## config.mk

```make
export PLATFORM = sky130hd
export DESIGN_NAME = uart_rx
export DESIGN_NICKNAME = d
export VERILOG_FILES = /design/src/rtl/uart_pkg.sv /design/src/rtl/sync_2ff.sv /design/src/rtl/uart_rx.sv
export SDC_FILE = /design/constraint.sdc
export NUM_CORES = 1
export LEC_CHECK = 0
export BUFFER_PORTS_ARGS = -buffer_cell sky130_fd_sc_hd__buf_4
export CORE_MARGIN = 8
export CORE_UTILIZATION = 50
export CTS_BUF_LIST = sky130_fd_sc_hd__clkbuf_8
export DETAILED_ROUTE_END_ITERATION = 7
export PLACE_DENSITY = 0.77
export REMOVE_ABC_BUFFERS = 1
export SLEW_MARGIN = 10
export SYNTH_ARGS = -nofsm -noshare
export SYNTH_HDL_FRONTEND = slang
export SYNTH_HIERARCHICAL = 1
export SYNTH_SLANG_ARGS = --single-unit
```

## constraint.sdc

```tcl
create_clock -name clk -period 3.3 [get_ports clk]
set_clock_uncertainty 0.1 [all_clocks]
set_input_delay 0.165 -clock clk [delete_from_list [all_inputs] [get_ports clk]]
set_output_delay 0.165 -clock clk [all_outputs]
set_load 0.05 [all_outputs]
```

## src/rtl/uart_pkg.sv

```systemverilog
// rtl/uart_pkg.sv - shared UART receiver types and constants; PARITY state exists only under UART_RX_PARITY_EN
package uart_pkg;

    localparam int DATA_BITS = 8;

    typedef enum logic [2:0] {
        IDLE,
        START,
        DATA,
`ifdef UART_RX_PARITY_EN
        PARITY,
`endif
        STOP,
        WAIT_IDLE
    } uart_state_e;

    function automatic int unsigned clks_per_bit(input int unsigned clk_hz, input int unsigned baud);
        return clk_hz / baud;
    endfunction

endpackage

```

## src/rtl/sync_2ff.sv

```systemverilog
// rtl/sync_2ff.sv - two-flop synchronizer with parameterized reset value
module sync_2ff #(
    parameter logic RESET_VAL = 1'b1
) (
    input  logic clk,
    input  logic rst,
    input  logic d_i,
    output logic q_o
);

    logic meta_q;
    logic sync_q;

    always_ff @(posedge clk) begin
        if (rst) begin
            meta_q <= RESET_VAL;
            sync_q <= RESET_VAL;
        end else begin
            meta_q <= d_i;
            sync_q <= meta_q;
        end
    end

    assign q_o = sync_q;

endmodule

```

## src/rtl/uart_rx.sv

```systemverilog
// rtl/uart_rx.sv - 8N1 UART receiver with mid-bit sampling; UART_RX_PARITY_EN adds an even-parity bit and parity_err
module uart_rx
    import uart_pkg::*;
#(
    parameter int unsigned CLK_HZ = 100000000,
    parameter int unsigned BAUD   = 9600
) (
    input  logic       clk,
    input  logic       rst,
    input  logic       rx,
    output logic [7:0] data,
    output logic       valid,
    output logic       frame_err,
`ifdef UART_RX_PARITY_EN
    output logic       parity_err,
`endif
    output logic       busy
);

    localparam int unsigned CPB  = clks_per_bit(CLK_HZ, BAUD);
    localparam int unsigned HALF = CPB / 2;
    localparam int          TW   = (CPB > 1) ? $clog2(CPB) : 1;
    localparam logic [TW-1:0] FULL_LAST = TW'(CPB - 1);
    localparam logic [TW-1:0] HALF_LAST = TW'(HALF - 1);

    uart_state_e state_q, state_d;
    logic [TW-1:0]        timer_q, timer_d;
    logic [2:0]           idx_q, idx_d;
    logic [DATA_BITS-1:0] shift_q, shift_d;
    logic [DATA_BITS-1:0] data_q, data_d;
    logic                 valid_q, valid_d;
    logic                 ferr_q, ferr_d;
    logic                 rx_s;
    logic                 rx_prev_q;
    logic                 tick_full;
    logic                 tick_half;
`ifdef UART_RX_PARITY_EN
    logic                 par_bad_q, par_bad_d;
    logic                 perr_q, perr_d;
`endif

    sync_2ff #(.RESET_VAL(1'b1)) u_sync (
        .clk (clk),
        .rst (rst),
        .d_i (rx),
        .q_o (rx_s)
    );

    assign tick_full = (timer_q == FULL_LAST);
    assign tick_half = (timer_q == HALF_LAST);

    always_ff @(posedge clk) begin
        if (rst) begin
            state_q   <= IDLE;
            timer_q   <= '0;
            idx_q     <= '0;
            shift_q   <= '0;
            data_q    <= '0;
            valid_q   <= 1'b0;
            ferr_q    <= 1'b0;
            rx_prev_q <= 1'b1;
`ifdef UART_RX_PARITY_EN
            par_bad_q <= 1'b0;
            perr_q    <= 1'b0;
`endif
        end else begin
            state_q   <= state_d;
            timer_q   <= timer_d;
            idx_q     <= idx_d;
            shift_q   <= shift_d;
            data_q    <= data_d;
            valid_q   <= valid_d;
            ferr_q    <= ferr_d;
            rx_prev_q <= rx_s;
`ifdef UART_RX_PARITY_EN
            par_bad_q <= par_bad_d;
            perr_q    <= perr_d;
`endif
        end
    end

    always_comb begin
        state_d = state_q;
        timer_d = timer_q + TW'(1);
        idx_d   = idx_q;
        shift_d = shift_q;
        data_d  = data_q;
        valid_d = 1'b0;
        ferr_d  = 1'b0;
`ifdef UART_RX_PARITY_EN
        par_bad_d = par_bad_q;
        perr_d    = 1'b0;
`endif
        case (state_q)
            IDLE: begin
                timer_d = '0;
                if (rx_prev_q && !rx_s) begin
                    state_d = START;
                end
            end
            START: begin
                // Half-bit resample rejects glitches and centres later samples mid-bit
                if (tick_half) begin
                    timer_d = '0;
                    state_d = rx_s ? IDLE : DATA;
                end
            end
            DATA: begin
                if (tick_full) begin
                    timer_d = '0;
                    shift_d = {rx_s, shift_q[DATA_BITS-1:1]};
                    idx_d   = idx_q + 3'd1;
                    if (idx_q == 3'd7) begin
`ifdef UART_RX_PARITY_EN
                        state_d = PARITY;
`else
                        state_d = STOP;
`endif
                    end
                end
            end
`ifdef UART_RX_PARITY_EN
            PARITY: begin
                if (tick_full) begin
                    timer_d   = '0;
                    par_bad_d = rx_s ^ (^shift_q);
                    state_d   = STOP;
                end
            end
`endif
            STOP: begin
                if (tick_full) begin
                    timer_d = '0;
                    data_d  = shift_q;
                    if (rx_s) begin
                        state_d = IDLE;
`ifdef UART_RX_PARITY_EN
                        valid_d = !par_bad_q;
                        perr_d  = par_bad_q;
`else
                        valid_d = 1'b1;
`endif
                    end else begin
                        ferr_d  = 1'b1;
                        state_d = WAIT_IDLE;
                    end
                end
            end
            WAIT_IDLE: begin
                // A held-low line (break) must return high before a new start edge can count
                timer_d = '0;
                if (rx_s) begin
                    state_d = IDLE;
                end
            end
            default: begin
                state_d = IDLE;
                timer_d = '0;
            end
        endcase
    end

    assign data      = data_q;
    assign valid     = valid_q;
    assign frame_err = ferr_q;
    assign busy      = (state_q != IDLE);
`ifdef UART_RX_PARITY_EN
    assign parity_err = perr_q;
`endif

endmodule
```

# Yosys cells after proc, flatten, opt, wreduce, memory -nomap -nowiden

Cells that the tools add are included.

Register bits: 41
Output and inout port bits: 11

Muxes and demuxes: 14
Equal/unequal tests: 13
$add $sub $neg: 2
Reduce and logical (&&, ||, !) cells: 9
Bitwise operators: 2

Operators with widths:

| cell                                                               | number |
|---|---|
| 14-bit two-way mux                                                 | 2 |
| 14-bit case mux with 2 select lines                                | 1 |
| 3-bit two-way mux                                                  | 7 |
| 3-bit case mux with 5 select lines                                 | 1 |
| 14-bit by 1-bit adder with 14-bit output (second input constant)   | 1 |
| 14-bit by 13-bit == test with 1-bit output (second input constant) | 1 |
| 14-bit == test (second input constant)                             | 1 |
| 2-bit != test (second input constant)                              | 5 |
| 3-bit by 2-bit == test with 1-bit output (second input constant)   | 2 |
| 3-bit == test (second input constant)                              | 2 |
| 6-bit AND reduction                                                | 1 |
| 2-bit AND reduction                                                | 2 |
| 3-bit by 1-bit adder with 3-bit output (second input constant)     | 1 |
| 3-bit by 1-bit == test with 1-bit output (second input constant)   | 1 |
| 3-bit logical NOT                                                  | 1 |
| 3-bit nonzero test                                                 | 1 |
| 3-bit OR reduction                                                 | 1 |
| 1-bit two-way mux                                                  | 2 |
| 2-bit two-way mux                                                  | 1 |
| 2-bit by 1-bit != test with 1-bit output (second input constant)   | 1 |
| 1-bit inverter                                                     | 2 |
| 2-bit OR reduction                                                 | 1 |
| 1-bit logical AND                                                  | 1 |
| 1-bit logical NOT                                                  | 1 |

# Logic depth before layout (Yosys ltp)

Word-level depth: 4
Mapped depth: 7
Depth with buffers taken out: 6

# Hierarchy

The synthesis kept the hierarchy.

By module, submodules not included:

| module   | area an instance (um^2) | times used | cells each | seq. area each (um^2) |
|---|---|---|---|---|
| uart_rx  | 1785.5                  | 1          | 179        | 780.7 |
| sync_2ff | 52.6                    | 1          | 4          | 40.0 |

# Least setup slack after synthesis

No wires, ideal clock.

Path type: flip-flop to flip-flop
From: register timer_q[0]
To: register timer_q[10]
Stages on the path, launching flop included: 8
Period minus slack after synthesis: 1.795 ns
Slack: 1.505 ns
Data arrival time: 1.617 ns
Data required time: 3.122 ns
Setup time: 0.078 ns
Cells stage by stage: dfxtp_1 -> ha_1 -> and4_1 -> buf_4 -> and4_1 -> o32a_4 -> buf_6 -> nor3_1

Word-level cells in the longest chain between the ends: 3
Elaborated cells on any way between the ends: 6

Ends and longest elaborated chain:

| what                                                                   | RTL line                                       | source |
|---|---|---|
| start, declared                                                        | uart_rx.sv:27                                  | `logic [TW-1:0] timer_q, timer_d;` |
| start signal, assigned                                                 | uart_rx.sv:68                                  | `timer_q <= timer_d;` |
| 14-bit by 1-bit adder with 14-bit output, or another cell as far along | uart_rx.sv:84                                  | `timer_d = timer_q + TW'(1);` |
| 14-bit two-way mux, on equally long branches                           | uart_rx.sv:109, uart_rx.sv:132, uart_rx.sv:103 |  |
| 14-bit case mux with 2 select lines (*)                                | uart_rx.sv:94                                  | `case (state_q)` |

Mark *: on every way between the ends. The rest lies on a longest branch, timed or not.
A chain may end at the register's enable or synchronous reset.

# Worst setup path in the final report

From: register timer_q[0]
To: register data_q[0] (netlist: data[0])

Word-level cells in the longest chain between the ends: 2

Ends and longest elaborated chain:

| what                                 | RTL line      | source |
|---|---|---|
| 14-bit == test                       | uart_rx.sv:49 | `assign tick_full = (timer_q == FULL_LAST);` |
| 2-bit AND reduction (no source line) | --            |  |
| end signal, assigned                 | uart_rx.sv:71 | `data_q <= data_d;` |
| end, declared                        | uart_rx.sv:30 | `logic [DATA_BITS-1:0] data_q, data_d;` |

Every way passes these cells.

==> run_results.csv <==
group,metric,value,unit
run_status,outcome,"complete, no violations",
worst_setup_path,setup.worst_path.start_class,"flop",
routing,detail_route.vias_per_cell,5.56,
layout,drive_above_1_share,14.3,%
yosys,synth.yosys.seq_area_share,44.7,%
yosys,synthesized_area_fraction_occupied_by_xor_and_xnor_cells,5.24,%
routing,vias,1357,
min_path,hold-path-cell-count,2,
die,starting_density_of_the_core,51.0,%
place,globalplace.congestion,0.848,
pwr,clock_power_share,43.4,%
die,top_level_ports,14,
timing,grt_setup_unrepaired,"false",
yosys,post_synth_instance_area,1840,µm²
grt,first_global_vias,1325,
grt,groute.usage.overall,11.9,%
pwr,power_per_cell_area,445,nW/µm²
timing,tns,0,ps
pwr,leak,0.846,nW
layout,antenna_cells,0,
yosys,synth.yosys.warnings,6,
die,core,3610,µm²
clocking,clock_transition_at_the_register_clock_pins_on_the_worst_setup_and_hold_paths_after_cts,80,ps
pwr,p_seq_share,54.2,%
worst_setup_path,rrSetupSlack,1270,ps
yosys,yosys_register_bits,41,
die,num_rows,22,
yosys,synth-adder-area-share,2.04,%
yosys,synth_compound_area_share,5.85,%
layout,layout_commonest_cell,"dfxtp_1",
routing,dr.first_iter.drc_count,69,
timing,setup_viol,0,
layout,n_fill_cell,305,
yosys,synth-simple-area-share,28.5,%
clocking,clock_latency,290,ps
worst_setup_path,critPathRequiredTime,3410,ps
yosys,synthCells,183,
yosys,syn-mean-instance-area,10.0,µm²
place,io_buffers,13,
worst_setup_path,worst-setup-path-type,"reg -> reg",
routing,detail_route.first_pass.iterations,4,
die,fp.dieArea,5870,µm²
grt,antenna_found_initial,0,
clocking,cts_tree,"done",
min_path,class_of_the_tightest_hold_or_removal_check,"in -> reg",
routing,drtAntennaViolNets,0,
layout,synthToLayoutAreaGrowth,12.5,%
clocking,post_cts_hold_buffer_count,1,
yosys,muxShareOfSynthArea,10.4,%
timing,min_period_over_period,61.5,%
grt,wire_length_of_the_first_global_routing_pass,5.89,mm
yosys,postSynth.topFlopCell,"dfxtp_1",
clocking,h-tree-depth,2,
clocking,cts_num_sinks,41,
routing,total_routed_wirelength,3.32,mm
worst_setup_path,worstPathArrival,2140,ps
timing,timing.final.hold_violations,0,
routing,detail_route.wl_per_cell,13.6,µm
pwr,combPwrFrac,2.4,%
worst_setup_path,timing.critical_path.to_type,"flop",
timing,final.setup.worst_slack,1270,ps
timing,max_freq,493,MHz
timing,tightest_slew,472,ps
die,die-height,76.6,µm
grt,largest_net_degree_at_the_start_of_global_routing,29,
layout,multi_input_comb_area,957,µm²
yosys,netlist-cell-type-count,40,
place,dpl_hpwl,2.33,mm
clocking,cts.repair.resized,0,
clocking,cts_made_buffers,5,
die,chipWidth,76.6,µm
timing,final-max-slew-violation-count,0,
pwr,internal_power,0.000733,W
pwr,netSwitchingFraction,20.3,%
place,pre_cts_ws,1280,ps
clocking,cts_root_buf,"clkbuf_8",
clocking,postCtsSetupBuffers,0,
job,max-cap-violations,0,
pwr,vdd_ir_drop_max,0.328,mV
pwr,power.net_switching,0.000187,W
worst_setup_path,path_max_fanout,11,
grt,grt-ovfl-total,0,
yosys,asyncSetResetFlopFracSynth,0,%
routing,drcViolationCount,0,
yosys,count_of_flip_flops_with_a_built_in_enable_after_synthesis,0,
layout,final_cell_mix,"dfxtp_1 (41), nand2b_1 (22), mux2i_1 (18)",
layout,total_area_of_sequential_cells,821,µm²
timing,max_slew_margin,68.5,%
worst_setup_path,timing.reg2reg.worst_path_depth,5,
clocking,ctsLongestPathBuffers,2,
timing,finalCriticalPeriod,2030,ps
yosys,synth_top_family_by_area,"simple AND/OR/NAND/NOR gates",
layout,fin_nets,201,
## routing by layer
metal	routed length (µm)	share of wire (%)	vias to the layer above	track usage [%]
met5	0	0	-	0
met4	73	2.2	0	6.35
met3	95	2.9	5	2.71
met2	1570	47	23	19.7
met1	1580	48	650	14.0
li1	-	-	679	-
## cell usage after synthesis (all sizes together), types with 5 or more instances
master,n,area [µm²]
nand2,5,18.8
mux2i,18,180
nor2,7,26.3
xnor2,5,43.8
and4,5,43.8
xor2,6,52.6
nand3,7,40.0
a21oi,5,25.0
nand2b,22,138
clkbuf,6,22.5
nor3,14,70.1
dfxtp,41,821
## critical path, cell delays in order, from the launching register on
cell	delay, ps
dfxtp_1	360
ha_1	220
and4_1	330
and4_1	350
nand3_2	320
mux2i_1	280
## area by class of cell
class | count | area share (%)
multi-input combinational | 132 | 46.3
sequential | 41 | 39.7
timing repair buffer | 15 | 5.57
clock buffer | 5 | 3.33
tap | 48 | 2.90
clock inverter | 3 | 2.24
## through the flow
stage | area, µm² | total power, W | std cells | hold WS, ps | util [%]
3_3_place_gp | 1940 | 0.000530 | 235 | 246 | 53.9
3_5_place_dp | 1940 | 0.000531 | 235 | 254 | 53.9
4_1_cts | 2070 | 0.000925 | 244 | 103 | 57.4
6_report | 2070 | 0.000920 | 244 | 104 | 57.4
5_1_grt | 2070 | 0.000947 | 244 | 134 | 57.4
2_1_floorplan | 1780 | 0.000522 | 173 | 134 | -
## sequential cells by signal, summed over array words and instances (netlist names)
| name | count |
|---|---|
| rx_prev_q | 1 |
| u_sync/meta_q | 1 |
| timer_q | 14 |
| frame_err | 1 |
| u_sync/q_o | 1 |
| shift_q | 8 |
| data | 8 |
| idx_q | 3 |
| state_q | 3 |
| valid | 1 |
## logic make-up (layout without fill, tap and decap cells)
kind of cell | Yosys count | in the layout
AO/OA/AOI/OAI | 15 | 15
multiplexers | 19 | 19
adder cells (fa/ha/maj) | 3 | 3
buffers and inverters | 10 | 23
AND/OR/NAND/NOR | 84 | 84
flip-flops | 41 | 41
XOR/XNOR | 11 | 11
## final timing paths
kind,start,end
min,rst,idx_q[2]
max reg2reg,timer_q[0],data[0]
max,timer_q[0],data[0]
min reg2reg,u_sync/meta_q,u_sync/q_o
## power groups by stage
stage                     Combinational, W  Sequential [W]  Clock, W
after global placement           0.0000203        0.000510         0
final                            0.0000218        0.000499  0.000400
after global routing             0.0000241        0.000499  0.000424
after detailed placement         0.0000209        0.000510         0
after floorplan                  0.0000131        0.000509         0
after CTS                        0.0000219        0.000498  0.000404
No activity file was read; power rests on OpenSTA's default activity.
